<file path="config.mk">
export PLATFORM = sky130hd
export DESIGN_NAME = bp_fe_queue_roll_flat
export DESIGN_NICKNAME = d
export VERILOG_FILES = /design/src/rtl/bp_fe_queue_roll_pkg.sv /design/src/rtl/bp_fe_queue_roll_if.sv /design/src/rtl/bp_fe_queue_roll_mem.sv /design/src/rtl/bp_fe_queue_roll.sv /design/src/flat_wrapper.sv
export SDC_FILE = /design/constraint.sdc
export NUM_CORES = 1
export LEC_CHECK = 0
export CAP_MARGIN = 20
export CELL_PAD_IN_SITES_DETAIL_PLACEMENT = 1
export CELL_PAD_IN_SITES_GLOBAL_PLACEMENT = 1
export CORE_MARGIN = 1.5
export CORE_UTILIZATION = 55
export DETAILED_ROUTE_END_ITERATION = 8
export GPL_TIMING_DRIVEN = 0
export PLACE_DENSITY_LB_ADDON = 0.1
export SLEW_MARGIN = 15
export SYNTH_ARGS = -nofsm -noshare
export SYNTH_HDL_FRONTEND = slang
export SYNTH_SLANG_ARGS = --single-unit
</file>
<file path="constraint.sdc">
create_clock -name clk_i -period 30.1 [get_ports clk_i]
set_input_delay 4.515 -clock clk_i [delete_from_list [all_inputs] [get_ports clk_i]]
set_output_delay 4.515 -clock clk_i [all_outputs]
set_load 0.02 [all_outputs]
</file>
<file path="src/rtl/bp_fe_queue_roll_pkg.sv">
// Shared constants and pointer-width helper for the FE->BE roll-back instruction queue.
package bp_fe_queue_roll_pkg;

  localparam int unsigned fe_queue_width_default_p = 128;
  localparam int unsigned fe_queue_els_default_p   = 8;

  // Pointers carry one extra wrap bit above the storage index.
  function automatic int unsigned ptr_width(input int unsigned els);
    return $clog2(els) + 1;
  endfunction

endpackage

</file>
<file path="src/rtl/bp_fe_queue_roll_if.sv">
// fe_queue port bundle between FE producer, the queue and the BE consumer.
// Signal suffixes are relative to the queue: the slave modport is the queue itself.
interface bp_fe_queue_roll_if
  import bp_fe_queue_roll_pkg::*;
#(
  parameter int unsigned width_p = fe_queue_width_default_p
) ();

  logic [width_p-1:0] fe_queue_i;
  logic               fe_queue_v_i;
  logic               fe_queue_ready_o;
  logic [width_p-1:0] fe_queue_o;
  logic               fe_queue_v_o;
  logic               fe_queue_yumi_i;
  logic               fe_queue_deq_i;
  logic               fe_queue_roll_i;
  logic               fe_queue_clr_i;

  modport slave (
    input  fe_queue_i, fe_queue_v_i, fe_queue_yumi_i,
           fe_queue_deq_i, fe_queue_roll_i, fe_queue_clr_i,
    output fe_queue_ready_o, fe_queue_o, fe_queue_v_o
  );

  modport master (
    output fe_queue_i, fe_queue_v_i, fe_queue_yumi_i,
           fe_queue_deq_i, fe_queue_roll_i, fe_queue_clr_i,
    input  fe_queue_ready_o, fe_queue_o, fe_queue_v_o
  );

endinterface

</file>
<file path="src/rtl/bp_fe_queue_roll_mem.sv">
// One-write one-read register-file storage with synchronous write and combinational read.
module bp_fe_queue_roll_mem
  import bp_fe_queue_roll_pkg::*;
#(
  parameter int unsigned width_p = fe_queue_width_default_p,
  parameter int unsigned els_p   = fe_queue_els_default_p,
  localparam int unsigned addr_w_lp = $clog2(els_p)
) (
  input  logic                 clk_i,
  input  logic                 w_v_i,
  input  logic [addr_w_lp-1:0] w_addr_i,
  input  logic [width_p-1:0]   w_data_i,
  input  logic [addr_w_lp-1:0] r_addr_i,
  output logic [width_p-1:0]   r_data_o
);

  logic [width_p-1:0] mem_q [els_p];

  // Contents are never reset; the queue pointers decide which entries are live.
  always_ff @(posedge clk_i) begin
    if (w_v_i) begin
      mem_q[w_addr_i] <= w_data_i;
    end
  end

  assign r_data_o = mem_q[r_addr_i];

endmodule

</file>
<file path="src/rtl/bp_fe_queue_roll.sv">
// FE->BE instruction queue with speculative read pointer and committed pointer (roll/deq/clr).
// Optional BP_FE_QUEUE_BYPASS_EN: an enq into an empty queue is visible on fe_queue_o that cycle.
module bp_fe_queue_roll
  import bp_fe_queue_roll_pkg::*;
#(
  parameter int unsigned width_p = fe_queue_width_default_p,
  parameter int unsigned els_p   = fe_queue_els_default_p
) (
  input  logic               clk_i,
  input  logic               reset_n_i,
  bp_fe_queue_roll_if.slave  fe_if
);

  localparam int unsigned ptr_w_lp = ptr_width(els_p);
  localparam int unsigned idx_w_lp = ptr_w_lp - 1;

  logic [ptr_w_lp-1:0] wptr_q, wptr_d;
  logic [ptr_w_lp-1:0] rptr_q, rptr_d;
  logic [ptr_w_lp-1:0] cptr_q, cptr_d;
  logic [ptr_w_lp-1:0] cptr_inc;
  logic                full, read_empty, enq_v;
  logic                yumi, deq, roll, clr;
  logic [width_p-1:0]  mem_data;

  assign yumi = fe_if.fe_queue_yumi_i;
  assign deq  = fe_if.fe_queue_deq_i;
  assign roll = fe_if.fe_queue_roll_i;
  assign clr  = fe_if.fe_queue_clr_i;

  // Full is measured against the committed pointer: consumed entries still occupy storage.
  assign full       = (wptr_q[idx_w_lp-1:0] == cptr_q[idx_w_lp-1:0])
                    & (wptr_q[idx_w_lp] != cptr_q[idx_w_lp]);
  assign read_empty = (rptr_q == wptr_q);
  assign enq_v      = fe_if.fe_queue_v_i & ~full & ~clr;

  assign fe_if.fe_queue_ready_o = ~full;

  assign cptr_inc = cptr_q + ptr_w_lp'(deq);

  always_comb begin
    wptr_d = wptr_q + ptr_w_lp'(enq_v);
    cptr_d = cptr_inc;
    rptr_d = rptr_q + ptr_w_lp'(yumi);
    if (clr) begin
      cptr_d = wptr_q;
      rptr_d = wptr_q;
    end else if (roll) begin
      rptr_d = cptr_inc;
    end
  end

  always_ff @(posedge clk_i or negedge reset_n_i) begin
    if (!reset_n_i) begin
      wptr_q <= '0;
      rptr_q <= '0;
      cptr_q <= '0;
    end else begin
      wptr_q <= wptr_d;
      rptr_q <= rptr_d;
      cptr_q <= cptr_d;
    end
  end

  bp_fe_queue_roll_mem #(
    .width_p (width_p),
    .els_p   (els_p)
  ) mem (
    .clk_i    (clk_i),
    .w_v_i    (enq_v),
    .w_addr_i (wptr_q[idx_w_lp-1:0]),
    .w_data_i (fe_if.fe_queue_i),
    .r_addr_i (rptr_q[idx_w_lp-1:0]),
    .r_data_o (mem_data)
  );

`ifdef BP_FE_QUEUE_BYPASS_EN
  assign fe_if.fe_queue_v_o = ~read_empty | (enq_v & ~roll);
  assign fe_if.fe_queue_o   = read_empty ? fe_if.fe_queue_i : mem_data;
`else
  assign fe_if.fe_queue_v_o = ~read_empty;
  assign fe_if.fe_queue_o   = mem_data;
`endif

  // Yumi is only meaningful when it is not overridden by roll or clr.
  yumi_legal_a : assert property (@(posedge clk_i) disable iff (!reset_n_i)
    (yumi & ~roll & ~clr) |-> fe_if.fe_queue_v_o);

  deq_legal_a : assert property (@(posedge clk_i) disable iff (!reset_n_i)
    (deq & ~clr) |-> (cptr_q != rptr_q));

endmodule

</file>
<file path="src/flat_wrapper.sv">
// flat-port wrapper written by rule: the top's interface ports become plain ports
module bp_fe_queue_roll_flat import bp_fe_queue_roll_pkg::*;
#(
  parameter int unsigned width_p = fe_queue_width_default_p,
  parameter int unsigned els_p   = fe_queue_els_default_p
)
  (clk_i, reset_n_i, fe_if_fe_queue_i, fe_if_fe_queue_v_i, fe_if_fe_queue_yumi_i, fe_if_fe_queue_deq_i, fe_if_fe_queue_roll_i, fe_if_fe_queue_clr_i, fe_if_fe_queue_ready_o, fe_if_fe_queue_o, fe_if_fe_queue_v_o);
  bp_fe_queue_roll_if #(.width_p(width_p)) fe_if_i ();
  input  logic clk_i;
  input  logic reset_n_i;
  input wire logic [$bits(fe_if_i.fe_queue_i)-1:0] fe_if_fe_queue_i;
  input wire logic [$bits(fe_if_i.fe_queue_v_i)-1:0] fe_if_fe_queue_v_i;
  input wire logic [$bits(fe_if_i.fe_queue_yumi_i)-1:0] fe_if_fe_queue_yumi_i;
  input wire logic [$bits(fe_if_i.fe_queue_deq_i)-1:0] fe_if_fe_queue_deq_i;
  input wire logic [$bits(fe_if_i.fe_queue_roll_i)-1:0] fe_if_fe_queue_roll_i;
  input wire logic [$bits(fe_if_i.fe_queue_clr_i)-1:0] fe_if_fe_queue_clr_i;
  output wire logic [$bits(fe_if_i.fe_queue_ready_o)-1:0] fe_if_fe_queue_ready_o;
  output wire logic [$bits(fe_if_i.fe_queue_o)-1:0] fe_if_fe_queue_o;
  output wire logic [$bits(fe_if_i.fe_queue_v_o)-1:0] fe_if_fe_queue_v_o;
  assign fe_if_i.fe_queue_i = fe_if_fe_queue_i;
  assign fe_if_i.fe_queue_v_i = fe_if_fe_queue_v_i;
  assign fe_if_i.fe_queue_yumi_i = fe_if_fe_queue_yumi_i;
  assign fe_if_i.fe_queue_deq_i = fe_if_fe_queue_deq_i;
  assign fe_if_i.fe_queue_roll_i = fe_if_fe_queue_roll_i;
  assign fe_if_i.fe_queue_clr_i = fe_if_fe_queue_clr_i;
  assign fe_if_fe_queue_ready_o = fe_if_i.fe_queue_ready_o;
  assign fe_if_fe_queue_o = fe_if_i.fe_queue_o;
  assign fe_if_fe_queue_v_o = fe_if_i.fe_queue_v_o;
  bp_fe_queue_roll #(.width_p(width_p), .els_p(els_p)) u_core (.clk_i(clk_i), .reset_n_i(reset_n_i), .fe_if(fe_if_i));
endmodule
</file>
== Word level (Yosys, flattened, before mapping) ==
Memory sizes are Yosys's and may differ from the RTL's.
Index checks and enable logic that the tools add are counted.

* Flip-flop bits (word level): 12
* Memory bits (writable): 1024
* Bits of input ports: 135
* Memories kept: 1

{| class="wikitable"
|+ Memories
! memory !! depth !! width !! rd ports !! clocked after memory_dff !! write ports !! line !! text
|-
| u_core.mem.mem_q || 8 || 128 || 1 || 0 || 1 || bp_fe_queue_roll_mem.sv:17 || <nowiki>logic [width_p-1:0] mem_q [els_p];</nowiki>
|}

* Equality and inequality tests: 3
* Bitwise gates (word level): 6
* Mux-type cells: 5
* Add/sub/neg operators: 3

{| class="wikitable"
|+ Operator list
! cell !! count
|-
| 4-bit by 1-bit adder with 4-bit output || 3
|-
| 4-bit 2-to-1 mux || 3
|-
| 4-bit == test || 1
|-
| 1-bit bitwise AND || 3
|-
| 3-bit == test || 1
|-
| 1-bit inverter || 3
|-
| 1-bit 2-to-1 mux || 2
|-
| 1-bit != test || 1
|}

== Longest topological paths before layout ==
* Word-level depth: 7
* Depth in mapped cells: 7
* Depth with buffers taken out: 6

== Hierarchy ==
A second synthesis with hierarchy kept.

* Cells, all modules: 1554
* Area, all modules: 39688.1 um^2

{| class="wikitable"
|+ Modules (own cells, without submodules)
! module !! area an instance (um^2) !! seq. area each (um^2) !! instances !! cells an instance
|-
| bp_fe_queue_roll_mem || 38992.4 || 30749.5 || 1 || 1492
|-
| bp_fe_queue_roll || 695.7 || 300.3 || 1 || 62
|}

== Worst setup path before layout ==
Ideal clock, no wire load.

* Path type: input to register
* From: in fe_if_fe_queue_v_i
* To: mem u_core.mem.mem_q[2][0] in the netlist's numbering (enable)
* Stages: 3
* Path buffers: 0
* Setup slack: 11215 ps
* Arrival: 17910 ps
* Cell sequence: nor2b_1 -> o41ai_2 -> nor4b_1

* Cells in the longest elaborated chain, start to end: 4

{| class="wikitable"
|+ RTL lines
! element !! line !! text
|-
| start, declared || flat_wrapper.sv:12 || <nowiki>input wire logic [$bits(fe_if_i.fe_queue_v_i)-1:0] fe_if_fe_queue_v_i;</nowiki>
|-
| 1-bit bitwise AND (2 in a row) || bp_fe_queue_roll.sv:34 || <nowiki>assign enq_v = fe_if.fe_queue_v_i & ~full & ~clr;</nowiki>
|-
| 1-bit 2-to-1 mux || bp_fe_queue_roll_mem.sv:21 || <nowiki>if (w_v_i) begin</nowiki>
|-
| 1-bit 2-to-1 mux (implied by the code) || bp_fe_queue_roll_mem.sv:22 || <nowiki>mem_q[w_addr_i] <= w_data_i;</nowiki>
|-
| end, declared || bp_fe_queue_roll_mem.sv:17 ||
|}

No other way between the ends.

== Worst setup path after layout ==
* From: reg u_core.rptr_q[1]
* To: out fe_if_fe_queue_o[77]

* Cells in the longest elaborated chain, start to end: 1

{| class="wikitable"
|+ RTL lines
! element !! line !! text
|-
| start, declared || bp_fe_queue_roll.sv:18 || <nowiki>logic [ptr_w_lp-1:0] rptr_q, rptr_d;</nowiki>
|-
| start signal, assigned || bp_fe_queue_roll.sv:59 || <nowiki>rptr_q <= rptr_d;</nowiki>
|-
| memory read 8 x 128 bit || n/a ||
|-
| end, declared || flat_wrapper.sv:18 || <nowiki>output wire logic [$bits(fe_if_i.fe_queue_o)-1:0] fe_if_fe_queue_o;</nowiki>
|}

No other way between the ends.

==> results by group <==
Synthesis
  • Yosys warning count: 0
  • #FFs+latches synth: between 1k and 1.5k
  • Cell count after synthesis: approximately 1.6k
  • Post-synth ARST share: 1.16%
  • EDFF count, synth: between 1k and 1.5k
  • Dominant synthesized flop cell: edfxtp_1
  • Avg Synthesized Cell Area: around 25 sq um
  • Synth cell types: 28
  • Mapped Area: 39,200 sq um
  • Syn_nets: roughly 1.7k
  • Sequential cell area fraction in the yosys report: between 70% and 80%

Clock tree
  • Clk Latency, worst-skew pair: between 0.6 and 0.7 ns
  • Clock buffer depth: 3
  • H-Tree Depth: 3
  • Worst-path clk slew: 0.06 ns
  • Total CTS buffers: between 100 and 150
  • Hold_buf cts: 0
  • CTS resizes: 0
  • Root Buffer: clkbuf_16
  • # Post-CTS Setup Buffers: 0
  • Clock Sinks: 1,036
  • CTS tree: yes

Routing
  • DRT Wirelength: around 93 mm
  • Detailed Route Iter0 Violations: about 1.5k
  • Post-route ant nets: 0
  • DR WL/cell: around 30 microns
  • DRC viols: 0
  • Pre-antenna DRT Iters: 5
  • Drt via density: 5.92
  • Vias: ~18k

STA
  • Endpoints failing setup: 0
  • Post-Route Setup TNS: 0 ns
  • RSZ-0062 raised after global routing: false
  • Hold Fails Final Rpt: 0
  • Slew margin rel.: a little under 40%
  • Max Clock Skew: approximately 0.019 ns
  • Fin. max-slew vios: 0
  • Worst-Margin Slew: between 0.9 and 1 ns
  • Crit share post-route: 27.6%
  • FMAX: between 100 and 150 MHz
  • Post-layout min period: approximately 8.3 ns

Final layout
  • Layout Utilization: between 60% and 70%
  • # fillers: about 5.4k
  • Multi-input gate area in the final layout: ~7700 sq um
  • Ratio of cells with drive above 1 in the final layout: between 30% and 40%
  • Final Instance Count excl. Fillers: ~3.1k
  • Area Overhead vs Synth: 21.7%
  • Final Net Count: ~2.2k
  • Seq. cell area: a little over 30,000 sq um
  • Final Instance Area: between 40,000 and 50,000 sq um

Setup path
  • CP Class: reg -> out
  • RR Endpoint: u_core.mem.mem_q[4][46]
  • WP data required: 25.59 ns
  • Reg2Reg Depth: 12
  • Crit path cell chain: buf_2 -> buf_2 -> buf_1 -> mux4_2 -> mux2_2 -> clkdlybuf4s50_1
  • CP max stage cell: buf_1
  • Crit path launch type: register
  • Element type at the critical path end: primary output
  • Arr. time, crit path: ~3.8 ns
  • Crit path largest cell delay: between 0.6 and 0.7 ns
  • CP Max Fanout: 10
  • RR Startpoint: u_core.wptr_q[3]
  • Worst reg2reg setup slack: between 20 and 30 ns
  • Most frequent cell on the critical path: buf_2

Placement
  • Post-Place Cells: approximately 2.9k
  • Routability cong.: 0.719
  • Hpwl dp: roughly 62 mm
  • Placement Cell Area: 44,400 sq um
  • PortBufs: 264

Floorplan
  • Core Box Area: ~70,000 sq um
  • IO Pins: ~270
  • Die Wd: around 270 microns
  • Num rows: between 90 and 100
  • Die area: 72,900 sq um
  • Initial Utilization: 55.8%
  • Chip height: roughly 270 microns

Global route
  • Largest net degree at the start of global routing: 22
  • First-pass GRT wire length: between 100 and 150 mm
  • Vias in the first global route: 20.3k
  • Antenna violations before repair: 15
  • Total GRT Usage: a little over a quarter
  • Gr ovfl total: 0

Min path
  • Hold EP: u_core.wptr_q[0]
  • Worst Hold Class: reg -> reg
  • Min-Delay Path Depth: 1
  • Worst Hold Launch: u_core.wptr_q[0]

Power
  • Total power: 0.00449 W
  • Worst VDD drop: ~0.000056 V
  • Leakage: 15.5 nW
  • Cell Pwr Density: about 94 nW/um^2

Status
  • Status: complete, no violations

Run
  • # Max-Cap Violations: 0
==> critical path, delay by kind of cell (launching register included) <==
kind,cells,cell delay (ns)
buf+inv,4,2.08
flops,1,0.36
mux,2,0.68
==> sequential cells by signal, summed over array words and instances (netlist names) <==
name and count:
u_core.mem.mem_q 1024, u_core.rptr_q 4, u_core.cptr_q 4, u_core.wptr_q 4
==> kinds of logic after synthesis <==
| family | synth area share [%] |
|---|---|
| DFF | 79.2 |
| muxes | 18.5 |
| buffers and inverters | 1.36 |
| and+or+nand+nor | 0.345 |
| xor gates and xnor gates | 0.290 |
| AOI/OAI and AO/OA | 0.128 |
| adders and majority gates | 0.191 |
==> per-stage QoR <==
step | setup slack, ns | hold WS (ns)
2_1_floorplan | 11.21 | 0.518
3_3_place_gp | -3.35 | 0.540
3_5_place_dp | 21.85 | 0.564
4_1_cts | 21.71 | 0.582
5_1_grt | 21.63 | 0.597
6_report | 21.80 | 0.571
==> how the worst max path moves through the flow <==
| stage | startpoint | endpoint | depth (start not counted) |
|---|---|---|---|
| global route | u_core.rptr_q[1] | fe_if_fe_queue_o[78] | 6 |
| finish | u_core.rptr_q[1] | fe_if_fe_queue_o[77] | 6 |
| floorplan | fe_if_fe_queue_v_i | u_core.mem.mem_q[2][0] | 3 |
| detailed placement | fe_if_fe_queue_clr_i | u_core.mem.mem_q[4][39] | 12 |
| CTS | u_core.rptr_q[1] | fe_if_fe_queue_o[72] | 6 |
| global placement | fe_if_fe_queue_clr_i | u_core.mem.mem_q[4][39] | 4 |
==> power by group <==
group | leakage (nW) | switching (W) | internal (W)
Combinational | 4.49 | 0.000778 | 0.000718
Sequential | 9.39 | 0.0000315 | 0.00171
Clock | 1.62 | 0.000531 | 0.000726
==> synthesized netlist by cell type (3+ instances only) <==
cell type	n	share of area [%]
buf_1	13	0.12
buf_2	19	0.24
buf_6	26	0.75
clkbuf_1	19	0.18
dfrtp_1	12	0.77
edfxtp_1	1024	78
ha_1	6	0.19
inv_1	5	0.048
mux2_2	129	3.7
mux2i_1	5	0.13
mux4_2	256	15
nand2_1	5	0.048
nand3_1	4	0.051
nor2_1	3	0.029
nor4b_1	3	0.067
o21ai_0	5	0.064
xnor2_1	6	0.13
xor2_1	7	0.16
==> cells in the final DEF (no fill, tap or decap), types with 8 or more instances in the layout <==
cell type,n
buf_4,52
mux4_2,256
edfxtp_1,1024
buf_6,33
mux2_2,129
dfrtp_1,12
buf_16,13
clkinv_1,21
clkbuf_1,37
buf_2,86
buf_12,8
clkdlybuf4s50_1,264
bufinv_16,11
clkbuf_16,104
buf_1,13
clkinv_2,27
==> final cells by class <==
cell class	instances	share of cell area, %
sequential	1036	65.0
clock buffer	122	5.59
inverter	5	0.0393
buffer	78	1.07
clock inverter	67	1.29
tap	940	2.46
multi-input combinational	440	16.1
timing repair buffer	411	8.31
antenna	7	0.0367
==> per-layer routing <==
metal,track usage [%],wire length (microns)
met3,6.24,6070
met1,34.1,36700
met2,44.6,47700
met4,7.79,2150
met5,0,112
(Power assumes the default switching activity.)
